## src/rtl/pkt_sink_ni.sv

```systemverilog
// Network-interface sink: accepts 4-phase bundled-data packets, filters on destination, buffers payloads in a FWFT FIFO.
// Latency: in_req rise -> in_ack/push in 4 edges with PKT_SINK_SYNC_EN defined, 3 edges without; FIFO head visible the cycle after push.
// Backpressure: full FIFO parks a matching packet in HOLD with in_ack low until a slot frees; consumer side is valid/ready.
// Optional: PKT_SINK_SYNC_EN selects a 2-flop in_req synchronizer (default: single sampling register).
module pkt_sink_ni #(
    parameter logic [3:0] NODE_ADDR = 4'h0,
    parameter int         DEPTH     = 4,
    parameter int         CNT_W     = 8
) (
    input  logic                     clk,
    input  logic                     rst_n,
    input  logic                     in_req,
    input  logic [32:0]              in_data,
    output logic                     in_ack,
    output logic                     out_valid,
    input  logic                     out_ready,
    output logic [23:0]              out_data,
    output logic [3:0]               out_src,
    output logic                     out_type,
    output logic [$clog2(DEPTH):0]   fifo_level,
    output logic [CNT_W-1:0]         drop_cnt
);

    localparam int AW = (DEPTH > 1) ? $clog2(DEPTH) : 1;
    localparam int LW = $clog2(DEPTH) + 1;

    typedef enum logic [1:0] {
        IDLE     = 2'd0,
        CAPTURE  = 2'd1,
        HOLD     = 2'd2,
        WAIT_LOW = 2'd3
    } state_t;

    state_t        state, state_n;
    logic          ack_n;
    logic          push;
    logic          pop;
    logic          drop_inc;
    logic          match;
    logic          full;
    logic          req_s;
    logic [28:0]   cap_q;
    logic [28:0]   wr_entry;
    logic [28:0]   mem [DEPTH];
    logic [AW-1:0] wr_ptr;
    logic [AW-1:0] rd_ptr;

`ifdef PKT_SINK_SYNC_EN
    logic req_meta;

    // Two-flop synchronizer: in_req is asynchronous to clk.
    always_ff @(posedge clk or negedge rst_n) begin
        if (!rst_n) begin
            req_meta <= 1'b0;
            req_s    <= 1'b0;
        end else begin
            req_meta <= in_req;
            req_s    <= req_meta;
        end
    end
`else
    // Single sampling register; only safe with clock-aligned stimulus.
    always_ff @(posedge clk or negedge rst_n) begin
        if (!rst_n) begin
            req_s <= 1'b0;
        end else begin
            req_s <= in_req;
        end
    end
`endif

    assign match    = (in_data[32:29] == NODE_ADDR) || (in_data[32:29] == 4'hF);
    assign full     = (fifo_level == LW'(DEPTH));
    assign pop      = (fifo_level != '0) && out_ready;
    // In CAPTURE the bundled data is still stable, so it feeds the FIFO directly;
    // HOLD pushes the copy taken during CAPTURE.
    assign wr_entry = (state == HOLD) ? cap_q : in_data[28:0];

    // Next-state and handshake decisions; full is the occupancy at cycle start,
    // so a same-cycle pop never makes room for this cycle's push.
    always_comb begin
        state_n  = state;
        ack_n    = in_ack;
        push     = 1'b0;
        drop_inc = 1'b0;
        case (state)
            IDLE: begin
                if (req_s) state_n = CAPTURE;
            end
            CAPTURE: begin
                if (match) begin
                    if (!full) begin
                        push    = 1'b1;
                        ack_n   = 1'b1;
                        state_n = WAIT_LOW;
                    end else begin
                        state_n = HOLD;
                    end
                end else begin
                    drop_inc = 1'b1;
                    ack_n    = 1'b1;
                    state_n  = WAIT_LOW;
                end
            end
            HOLD: begin
                if (!full) begin
                    push    = 1'b1;
                    ack_n   = 1'b1;
                    state_n = WAIT_LOW;
                end
            end
            WAIT_LOW: begin
                if (!req_s) begin
                    ack_n   = 1'b0;
                    state_n = IDLE;
                end
            end
            default: begin
                ack_n   = 1'b0;
                state_n = IDLE;
            end
        endcase
    end

    // FSM state and registered acknowledge.
    always_ff @(posedge clk or negedge rst_n) begin
        if (!rst_n) begin
            state  <= IDLE;
            in_ack <= 1'b0;
        end else begin
            state  <= state_n;
            in_ack <= ack_n;
        end
    end

    // Packet capture register, loaded only while the request is being serviced.
    always_ff @(posedge clk or negedge rst_n) begin
        if (!rst_n) begin
            cap_q <= '0;
        end else if (state == CAPTURE) begin
            cap_q <= in_data[28:0];
        end
    end

    // Saturating count of packets dropped for address mismatch.
    always_ff @(posedge clk or negedge rst_n) begin
        if (!rst_n) begin
            drop_cnt <= '0;
        end else if (drop_inc && (drop_cnt != '1)) begin
            drop_cnt <= drop_cnt + CNT_W'(1);
        end
    end

    // FIFO storage and pointers; power-of-two depth lets pointers wrap naturally.
    always_ff @(posedge clk or negedge rst_n) begin
        if (!rst_n) begin
            for (int i = 0; i < DEPTH; i++) mem[i] <= '0;
            wr_ptr     <= '0;
            rd_ptr     <= '0;
            fifo_level <= '0;
        end else begin
            if (push) begin
                mem[wr_ptr] <= wr_entry;
                wr_ptr      <= wr_ptr + AW'(1);
            end
            if (pop) rd_ptr <= rd_ptr + AW'(1);
            case ({push, pop})
                2'b10:   fifo_level <= fifo_level + LW'(1);
                2'b01:   fifo_level <= fifo_level - LW'(1);
                default: fifo_level <= fifo_level;
            endcase
        end
    end

    assign out_valid = (fifo_level != '0);
    assign out_data  = mem[rd_ptr][23:0];
    assign out_type  = mem[rd_ptr][24];
    assign out_src   = mem[rd_ptr][28:25];

endmodule

```

## config.mk

```make
export PLATFORM = sky130hd
export DESIGN_NAME = pkt_sink_ni
export DESIGN_NICKNAME = d
export VERILOG_FILES = /design/src/rtl/pkt_sink_ni.sv
export SDC_FILE = /design/constraint.sdc
export NUM_CORES = 1
export LEC_CHECK = 0
export CAP_MARGIN = 20
export CORE_MARGIN = 1.5
export CORE_UTILIZATION = 51
export DETAILED_ROUTE_END_ITERATION = 8
export GPL_TIMING_DRIVEN = 0
export PLACE_DENSITY = 0.87
export SLEW_MARGIN = 5
export SYNTH_ARGS = -nofsm -noshare
export SYNTH_HDL_FRONTEND = slang
export SYNTH_SLANG_ARGS = --single-unit
export TNS_END_PERCENT = 50
```

## constraint.sdc

```tcl
create_clock -name clk -period 2.35 [get_ports clk]
set_input_delay 0.47 -clock clk [delete_from_list [all_inputs] [get_ports clk]]
set_output_delay 0.47 -clock clk [all_outputs]
set_load 0.01 [all_outputs]
```

==> results of run 1 <==
[stage by stage]
step | utilization (%) | area, µm² | total power, mW | setup TNS, ns
detailed placement | 59.72 | 8712 | 11.12 | -30.69
global placement | 59.49 | 8680 | 10.75 | -894.83
floorplan | - | 7669 | 8.851 | 0
CTS | 64.20 | 9366 | 13.87 | -0.2422
global route | 65.21 | 9514 | 14.95 | -0.1366
finish | 65.21 | 9514 | 14.16 | 0
[worst max-delay path, cell delays in order, from the launching register on]
cell and delay (ns):
dfrtp_2 0.47, buf_12 0.18, buf_8 0.12, mux4_2 0.52, buf_6 0.14
[layout make-up]
class / count / area share [%]
Clock buffer: 18 / 4.511
Buffer: 25 / 2.288
Sequential cell: 164 / 43.17
Clock inverter: 14 / 1.631
Inverter: 9 / 0.3551
Timing Repair Buffer: 95 / 9.732
Multi-Input combinational cell: 273 / 35.89
Tap cell: 184 / 2.420
[registers in the layout (all words and copies together), names as in the netlist]
register and cells:
mem 116, in_ack 1, req_s 1, cap_q 29, wr_ptr 2, state 2
rd_ptr 2, drop_cnt 8, fifo_level 3
[routing by layer]
layer	wire (µm)	global-route usage, %	vias to the layer above
met5	0	0	-
met4	201	6.684	0
met3	772	6.202	21
met2	8271	35.87	88
met1	7047	28.36	2334
li1	-	-	1977
[cell families (layout without fill, tap and decap cells)]
logic type                 count (synthesis)  in the layout
buffers and inverters                     34            161
adders and majority gates                 12             12
DFF                                      164            164
and+or+nand+nor                           29             29
xor gates and xnor gates                  11             11
muxes                                    208            208
AOI/OAI and AO/OA                         13             13
[cells in the final DEF, fill, tap and decap left out, types with 6 or more instances in the layout]
cell type / instances
mux4_2: 29
buf_2: 17
buf_4: 12
ha_1: 9
buf_6: 14
clkbuf_16: 17
clkdlybuf4s50_1: 44
xor2_1: 8
dfrtp_1: 161
clkdlybuf4s15_1: 12
mux2_2: 138
mux2_4: 40
inv_1: 6
[where the power goes]
part	internal (mW)	switching, mW	total, mW	leakage, nW
Sequential	4.15	0.775	4.92	2.02
Combinational	3.83	2.67	6.49	2.04
Clock	1.58	1.17	2.74	0.281
Total	9.55	4.61	14.2	4.34
[path summary, 6_finish.rpt]
kind,end,cells past startpoint
min reg2reg,cap_q[11],1
min in group clk,cap_q[11],1
max in group asynchronous,rd_ptr[0],2
max reg2reg,fifo_level[2],10
min,drop_cnt[3],1
max,out_src[1],4
[what timing repair did]
item,4_1_cts,5_1_grt
cloned,1,0
resized for setup,109,35
endpoints found under the setup margin,58,49
setup buffers,8,7
pin swaps,1,8
==> metrics.md, run 1 <==
| Metric | Value |
|---|---|
| Avg Cell Area, Syn | 16.28 µm² |
| CTS H-Tree Depth | 4 |
| #FFs+latches synth | 164 |
| Initial antenna violation count | 0 |
| Rows | 44 |
| Post-synthesis compound-gate area fraction | 1.778% |
| Layout cell share with drive strength beyond 1 | 52.34% |
| Gr usage total | 21.84% |
| Top post-synthesis cells by count | 164 x dfrtp_1, 138 x mux2_2, 40 x mux2_4 |
| Root Driver | clkbuf_16 |
| CTS tree | done |
| Post-DP HPWL | 10,330 µm |
| # diodes | 0 |
| Top cells by area, synth | dfrtp_1 54%, mux2_2 20%, mux4_2 8.5% |
| Num CTS Buffers | 17 |
| Outcome | complete, but fails checks |
| Simple-Gate Fraction of Synth Area | 2.088% |
| Final ANT Viol Nets | 0 |
| R2R Setup Slk | 0.02 ns |
| Ys Warns | 0 |
| Synthesized area | 0.007669 mm² |
| Critical path class | flip-flop to output pin |
| Post-Route WL | 16,290 µm |
| Mux contribution to synthesized area | 36.74% |
| Post-synthesis sequential area ratio | 53.52% |
| Area Growth Syn to Fin | 24.07% |
| Final Cycle Share | 99.20% |
| Crit Path Max Fanout | 8 |
| Relative slew margins | 54.78% |
| Post-Synth XOR/XNOR Area | 1.256% |
| Worst R2R Start | state[1] |
| Core region area | 0.01459 mm² |
| Post-route DRC | 0 |
| Worst-Skew Late Latency | 0.43 ns |
| Synth area leader | dfrtp_1 |
| Clock-pin slew of the registers on the worst-case setup and hold paths | 0.07 ns |
| Lkg Pwr | 4.343 nW |
| Die area | 0.01578 mm² |
| Max Slew Vio Count | 0 |
| Final-report hold violation count | 3 |
| Crit path time final | 2.331 ns |
| Worst slew pin tran | 0.6784 ns |
| Pre-CTS WS | -0.6357 ns |
| Synth cell types | 37 |
| Power Density | 1488 mW/mm² |
| Failing checks | hold timing |
| Largest net degree at the start of global routing | 86 |
| Worst Skew | 0.008589 ns |
| Die width | 125.6 µm |
| Post-synth ARST share | 100.0% |
| Post-synth top area share | 53.52% |
| Routability Congestion | 0.7592 |
| Setup-failing EPs final | 0 |
| I/O Pins | 79 |
| CP required | 1.88 ns |
| TritonRoute pass-1 iters | 4 |
| Top FF cell, synth | dfrtp_1 |
| Routed vias/inst | 5.652 |
| Nets@finish | 634 |
| Clock Tree Buf Depth | 2 |
| Hold Path Class | input port to asynchronous set/reset pin |
| Final WS setup | 0.01888 ns |
| RSZ-0062 raised after global routing | yes |
| Adder-cell area share of the yosys netlist | 2.056% |
| Main combinational cell family by area after synthesis | multiplexers |
| Avg WL per Cell | 20.84 µm |
| I/O Buffers | 78 |
| Clock sink count | 164 |
| Max-Cap Viols | 0 |
| GRT overflow | 0 |
| Die height | 125.6 µm |
| Post-synth EDFFs | 0 |
| Crit path capture type | output pin |
| Multi-input logic area | 0.003415 mm² |
| Initial core utilization | 52.56% |
| F_max | 429.0 MHz |
| Final Hold Slack | -0.004006 ns |
| Initial DRC count | 296 |
| Fillers | 1,000 |
| CTS Hold Buffers Added | 0 |
| Sequential Area | 0.004108 mm² |
| Final std cells w/o fill | 782 |
| Net Count, Synth | 520 |
| Startpoint Class | flip-flop |
| Post-synthesis cell count | 471 |
| CP Data Arrival Time | 1.86 ns |
| Crit path launch | rd_ptr[0] |
| Most numerous cell in the Yosys netlist | dfrtp_1 |
| Vias in the first global route | 4,991 |
| Inst Count DP | 734 |
| Vias post-DR | 4,420 |
| VDD IR max | 888.6 µV |
| First-pass GRT wire length | 26,690 µm |
(Power assumes the default switching activity.)
==> run 2, diff against run 1 <==
Settings changed: CORE_ASPECT_RATIO set to 1.25, CTS_CLUSTER_SIZE set to 10.
==> run 2 against run 1 <==
Compared with the run above:
- register-to-register slack improved by 0.09 ns
- sequential share of layout area up 0.20 points
- critical path depth unchanged
- clock power down 4%
- the run now ends clean
- power decreased by 2.6%
- global-route usage decreased by 0.42 points
- critical path type unchanged
- combinational power fell by 3.7%
- cell count shrank 0.64%
- sequential cell count unchanged
- largest power group unchanged
- count of clock-buffer cells in the layout rose by 4
==> metrics.md, run 2 (synthesis results as in run 1) <==
| Metric | Value |
|---|---|
| CP Data Arrival Time | 1.86 ns (about the same) |
| Crit path launch | rd_ptr[0] (unchanged) |
| Critical path class | flip-flop to output pin (unchanged) |
| Most Crowded Layer GR | met2 (unchanged) |
| Startpoint Class | flip-flop (unchanged) |
| Pre-CTS WS | -0.6098 ns (was -0.6357 ns) |
| Setup-failing EPs final | 0 (unchanged) |
| Power, Total | 13.79 mW (was 14.16 mW) |
| Top flop regs | mem x116, cap_q x29, drop_cnt x8 (unchanged) |
| Most common cell after layout, fill and taps aside | dfrtp_1 (unchanged) |
| Final Hold Slack | 0.4968 ns (was -0.004006 ns) |
| Slowest cell on the critical path | mux4_2 (unchanged) |
| Vias in the first global route | 4,947 (was 4,991) |
| Worst path depth | 4 (unchanged) |
| Initial DRC count | 191 (was 296) |
| CTS tree | done (unchanged) |
| GR Util met1 | 25.96% (was 28.36%) |
| Area Growth Syn to Fin | 23.43% (was 24.07%) |
| CP required | 1.88 ns (about the same) |
| I/O Buffers | 78 (unchanged) |
| Final-report hold violation count | 0 (was 3) |
| Buf/Inv on CP | 3 (unchanged) |
| F_max | 429.7 MHz (was 429.0 MHz) |
| Max Slew Vio Count | 0 (unchanged) |
| Worst slew pin tran | 0.7472 ns (was 0.6784 ns) |
| First-pass GRT wire length | 25,850 µm (was 26,690 µm) |
| Final ANT Viol Nets | 0 (unchanged) |
| Critical Path Sink | out_data[6] (was out_src[1]) |
| GR Util met2 | 37.64% (was 35.87%) |
| RSZ-0062 raised after global routing | yes (unchanged) |
| Cell with the most instances on the worst path | buf_6 |
| Crit-path leading delay family | multiplexers (unchanged) |
| Layout Utilization | 65.14% (was 65.21%) |
| Worst R2R Start | state[1] (unchanged) |
| Worst Skew | 0.007219 ns (was 0.008589 ns) |
| Met3 Use GR | 4.241% (was 6.202%) |
| Nets@finish | 635 (was 634) |
| Num CTS Buffers | 17 (unchanged) |
| R2R Setup Slk | 0.11 ns (was 0.02 ns) |
| Initial antenna violation count | 0 (unchanged) |
| Final WS setup | 0.02255 ns (was 0.01888 ns) |
| Crit path capture type | output pin (unchanged) |
| Lkg Pwr | 4.323 nW (was 4.343 nW) |
| Largest net degree at the start of global routing | 125 (was 86) |
| Die height | 140.1 µm (was 125.6 µm) |
| Routability Congestion | 0.7434 (was 0.7592) |
| Final instance area | 0.009465 mm² (was 0.009514 mm²) |
| Hold Path Class | input port to flip-flop (was input port to asynchronous set/reset pin) |
| # diodes | 0 (unchanged) |
| Crit Path Max Fanout | 10 (was 8) |
| Largest register FFs | 116 (unchanged) |
| Clock sink count | 164 (unchanged) |
| Post-Route WL | 15,780 µm (was 16,290 µm) |
| Die area | 0.01579 mm² (was 0.01578 mm²) |
| Placed Area | 0.008705 mm² (was 0.008712 mm²) |
| Post-DP HPWL | 10,290 µm (was 10,330 µm) |
| Routed vias/inst | 5.677 (was 5.652) |
| CTS H-Tree Depth | 4 (unchanged) |
| Gr usage total | 21.41% (was 21.84%) |
| Final Cycle Share | 99.04% (was 99.20%) |
| Setup_tns | 0 ns (unchanged) |
| Crit-path max cell delay | 0.51 ns (was 0.52 ns) |
| Clock-pin slew of the registers on the worst-case setup and hold paths | 0.06 ns (was 0.07 ns) |
| Initial core utilization | 52.78% (was 52.56%) |
| Rows | 49 (was 44) |
| Most frequent cells in the layout | 163 x dfrtp_1, 138 x mux2_2, 47 x clkdlybuf4s50_1 (was 161 x dfrtp_1, 138 x mux2_2, 44 x clkdlybuf4s50_1) |
| Die width | 112.7 µm (was 125.6 µm) |
| Outcome | finished, final reports clean (was complete, but fails checks) |
| R2R depth | 10 (unchanged) |
| Root Driver | clkbuf_16 (unchanged) |
| TritonRoute pass-1 iters | 4 (unchanged) |
| Max-Cap Viols | 0 (unchanged) |
| Relative slew margins | 50.18% (was 54.78%) |
| GRT overflow | 0 (unchanged) |
| Inst Count DP | 728 (was 734) |
| I/O Pins | 79 (unchanged) |
| Core region area | 0.01453 mm² (was 0.01459 mm²) |
| Vias post-DR | 4,411 (was 4,420) |
| Avg WL per Cell | 20.31 µm (was 20.84 µm) |
| Biggest register | mem (unchanged) |
| Crit path time final | 2.327 ns (was 2.331 ns) |
| Worst-Skew Late Latency | 0.43 ns (about the same) |
| Final std cells w/o fill | 777 (was 782) |
| Clock Tree Buf Depth | 2 (unchanged) |
| Power Density | 1457 mW/mm² (was 1488 mW/mm²) |
| Post-route DRC | 0 (unchanged) |
| VDD IR max | 697.3 µV (was 888.6 µV) |
| End of the worst register-to-register path | fifo_level[2] (unchanged) |
| Worst path cell trace | buf_8 > buf_6 > mux4_2 > buf_6 (was buf_12 > buf_8 > mux4_2 > buf_6) |
| Layout cell share with drive strength beyond 1 | 51.42% (was 52.34%) |
[run 2: cell count changes in the layout (fill, tap and decap cells not counted), sizes merged]
cell,previous run,this run
buf,55,51
bufinv,2,1
clkbuf,23,29
clkdlybuf4s15,12,13
clkdlybuf4s50,44,47
dlygate4sd2,0,1
dlygate4sd3,0,1
dlymetal6s2s,4,1
inv,12,9
[run 2: power breakdown]
group          internal (mW)  total, mW  switching, mW  leakage (nW)
Clock                   1.55       2.63           1.07         0.281
Sequential              4.15       4.92          0.771          2.02
Combinational           3.69       6.25           2.56          2.02
Total                   9.39       13.8           4.40          4.32
[run 2: what timing repair did]
action / CTS / global route
hold buffers: 1 / 0
buffers inserted: 9 / 8
endpoints found under the hold margin: 40 / 0
setup endpoints to repair: 101 / 45
pin swaps: 2 / 5
gates resized for setup: 101 / 29
[run 2: layout make-up]
class / count / area, µm²
clock inverter: 10 / 80.08
clock buffer: 22 / 484.2
tap: 178 / 222.7
fill: 1014 / 5065
multi-input combinational: 273 / 3410
inverter: 9 / 33.78
buffer: 24 / 207.7
sequential: 164 / 4105
timing repair buffer: 97 / 922.1
[run 2: how the worst min path moves through the flow]
stage | from | endpoint | slack, ns | cells after the start
2_1_floorplan | rst_n | cap_q[0] | 0.17 | 0
3_3_place_gp | mem[32] | mem[32] | 0.48 | 1
3_5_place_dp | rst_n | drop_cnt[5] | 0.37 | 1
4_1_cts | in_req | req_s | 0.49 | 1
5_1_grt | in_req | req_s | 0.49 | 1
6_report | in_req | req_s | 0.50 | 1
[run 2: routing by layer]
metal | share of wire [%] | up-vias | wire, µm
met3 | 3.3 | 30 | 514
met5 | 0 | - | 0
met4 | 2.3 | 0 | 365
li1 | - | 1958 | -
met1 | 41 | 2331 | 6465
met2 | 53 | 92 | 8439
==> run 3, diff against run 2 <==
Settings changed: CORE_MARGIN 1.5 to 2.
==> run 3 against run 2 <==
Compared with the run above:
- worst setup slack gained 0.0033 ns
- global-route usage shrank 0.28 points
- clock skew shrank 0.00056 ns
- via count grew 0.50%
- die area grew 1.6%
- core utilization shrank 1.0 points
- register-to-register slack gained 0.03 ns
- sequential cell count is the same
- critical path type is now input port to flip-flop
==> metrics.md, run 3 (synthesis results as in run 1) <==
| Metric | Value |
|---|---|
| VDD IR max | 654.8 µV (was 697.3 µV) |
| Area Growth Syn to Fin | 23.98% (was 23.43%) |
| Critical path class | input port to flip-flop (was flip-flop to output pin) |
| Relative slew margins | 53.04% (was 50.18%) |
| Clock Tree Buf Depth | 2 (unchanged) |
| I/O Buffers | 78 (unchanged) |
| Startpoint Class | input port (was flip-flop) |
| Outcome | finished, final reports clean (unchanged) |
| Final ANT Viol Nets | 0 (unchanged) |
| # diodes | 0 (unchanged) |
| Most frequent cells in the layout | 163 x dfrtp_1, 138 x mux2_2, 48 x clkdlybuf4s50_1 (was 163 x dfrtp_1, 138 x mux2_2, 47 x clkdlybuf4s50_1) |
| Root Driver | clkbuf_16 (unchanged) |
| Hold Path Class | input port to asynchronous set/reset pin (was input port to flip-flop) |
| CP required | 2.66 ns (was 1.88 ns) |
| Clock sink count | 164 (unchanged) |
| Top flop regs | mem x116, cap_q x29, drop_cnt x8 (unchanged) |
| Die width | 113.7 µm (was 112.7 µm) |
| Setup-failing EPs final | 0 (unchanged) |
| Final std cells w/o fill | 779 (was 777) |
| Max Slew Vio Count | 0 (unchanged) |
| Avg WL per Cell | 20.59 µm (was 20.31 µm) |
| Initial core utilization | 51.72% (was 52.78%) |
| CTS H-Tree Depth | 4 (unchanged) |
| CP Data Arrival Time | 2.63 ns (was 1.86 ns) |
| Nets@finish | 633 (was 635) |
| Biggest register | mem (unchanged) |
| Max-Cap Viols | 0 (unchanged) |
| Vias in the first global route | 5,012 (was 4,947) |
| Post-route DRC | 0 (unchanged) |
| Die height | 141.1 µm (was 140.1 µm) |
| Pre-CTS WS | -0.6631 ns (was -0.6098 ns) |
| Initial DRC count | 304 (was 191) |
| Power, Total | 14.06 mW (was 13.79 mW) |
| Largest net degree at the start of global routing | 103 (was 125) |
| Crit path capture type | flip-flop (was output pin) |
| Core region area | 0.01483 mm² (was 0.01453 mm²) |
| Clock-pin slew of the registers on the worst-case setup and hold paths | 0.06 ns (about the same) |
| First-pass GRT wire length | 26,010 µm (was 25,850 µm) |
| Final Cycle Share | 98.90% (was 99.04%) |
| Largest register FFs | 116 (unchanged) |
| TritonRoute pass-1 iters | 4 (unchanged) |
| Final WS setup | 0.02588 ns (was 0.02255 ns) |
| RSZ-0062 raised after global routing | yes (unchanged) |
| Post-DP HPWL | 10,720 µm (was 10,290 µm) |
| Inst Count DP | 733 (was 728) |
| Crit Path Max Fanout | 10 (unchanged) |
| GRT overflow | 0 (unchanged) |
| Gr usage total | 21.13% (was 21.41%) |
| Lkg Pwr | 4.321 nW (was 4.323 nW) |
| F_max | 430.3 MHz (was 429.7 MHz) |
| Num CTS Buffers | 17 (unchanged) |
| Layout cell share with drive strength beyond 1 | 51.59% (was 51.42%) |
| I/O Pins | 79 (unchanged) |
| Worst-Skew Late Latency | 0.43 ns (about the same) |
| Post-Route WL | 16,040 µm (was 15,780 µm) |
| Worst slew pin tran | 0.7043 ns (was 0.7472 ns) |
| CTS tree | done (unchanged) |
| Final-report hold violation count | 0 (unchanged) |
| Routed vias/inst | 5.691 (was 5.677) |
| Rows | 50 (was 49) |
| Worst Skew | 0.006664 ns (was 0.007219 ns) |
| Crit path time final | 2.324 ns (was 2.327 ns) |
| Vias post-DR | 4,433 (was 4,411) |
| Most common cell after layout, fill and taps aside | dfrtp_1 (unchanged) |
| Routability Congestion | 0.7482 (was 0.7434) |
| Initial antenna violation count | 0 (unchanged) |
| Die area | 0.01604 mm² (was 0.01579 mm²) |
| Power Density | 1478 mW/mm² (was 1457 mW/mm²) |
-- run 3: changes by cell type in the layout (fill, tap and decap cells not counted), sizes merged --
| cell | previous run | this run |
|---|---|---|
| clkdlybuf4s50 | 47 | 48 |
| dlymetal6s2s | 1 | 0 |
| inv | 9 | 13 |
| clkinv | 7 | 6 |
| buf | 51 | 52 |
| clkdlybuf4s15 | 13 | 12 |
| clkbuf | 29 | 25 |
| dlygate4sd2 | 1 | 0 |
-- run 3: through the flow --
step / cell area, µm² / TNS, ns / util [%] / hold WS, ns
after CTS: 9488 / -0.3085 / 63.99 / 0.3705
after global routing: 9508 / -0.02032 / 64.13 / 0.3854
after floorplan: 7669 / 0 / - / 0.1744
final: 9508 / 0 / 64.13 / 0.3855
after detailed placement: 8733 / -33.52 / 58.90 / 0.2502
after global placement: 8677 / -882.47 / 58.52 / 0.4812
-- run 3: critical path: stages --
cell             delay (ns)
clkdlybuf4s50_1        0.43
or4_4                  0.60
a21boi_4               0.21
buf_6                  0.15
o211ai_2               0.10
buf_6                  0.18
buf_6                  0.17
mux2_4                 0.30
-- run 3: where the power goes --
part	switching [mW]	leakage (nW)	total, mW	internal [mW]
clock network	1.17	0.282	2.70	1.53
logic	2.61	2.02	6.43	3.82
registers	0.781	2.02	4.93	4.15
total	4.57	4.32	14.1	9.49
-- run 3: final timing paths --
path                              from             to  slack (ns)  depth (start not counted)
setup reg to reg              state[1]  fifo_level[2]        0.14                         10
setup / recovery           in_data[29]        mem[52]        0.03                          8
hold / removal                   rst_n    drop_cnt[3]        0.39                          2
max in group asynchronous        rst_n        mem[52]        1.00                          4
hold reg to reg                 mem[1]         mem[1]        0.50                          1
min in group clk                in_req          req_s        0.50                          1
-- run 3: per-layer routing --
metal,routed length [µm],GRT usage [%]
met1,6683,26.20
met2,8563,35.87
met3,522,4.772
met4,273,8.665
met5,0,0
-- run 3: what timing repair did --
action	CTS	global route
endpoints found under the hold margin	1	0
hold buffers	1	0
cloned	1	0
gates resized for setup	117	22
buffers inserted	11	4
pin swaps	1	1
endpoints found under the setup margin	143	40
-- run 3: final cells by class --
class | instances | area (µm²)
multi-input combinational | 273 | 3410
inverter | 9 | 33.78
fill | 1051 | 5319
clock buffer | 19 | 452.9
buffer | 24 | 198.9
clock inverter | 13 | 123.9
sequential | 164 | 4105
timing repair buffer | 95 | 955.9
tap | 182 | 227.7
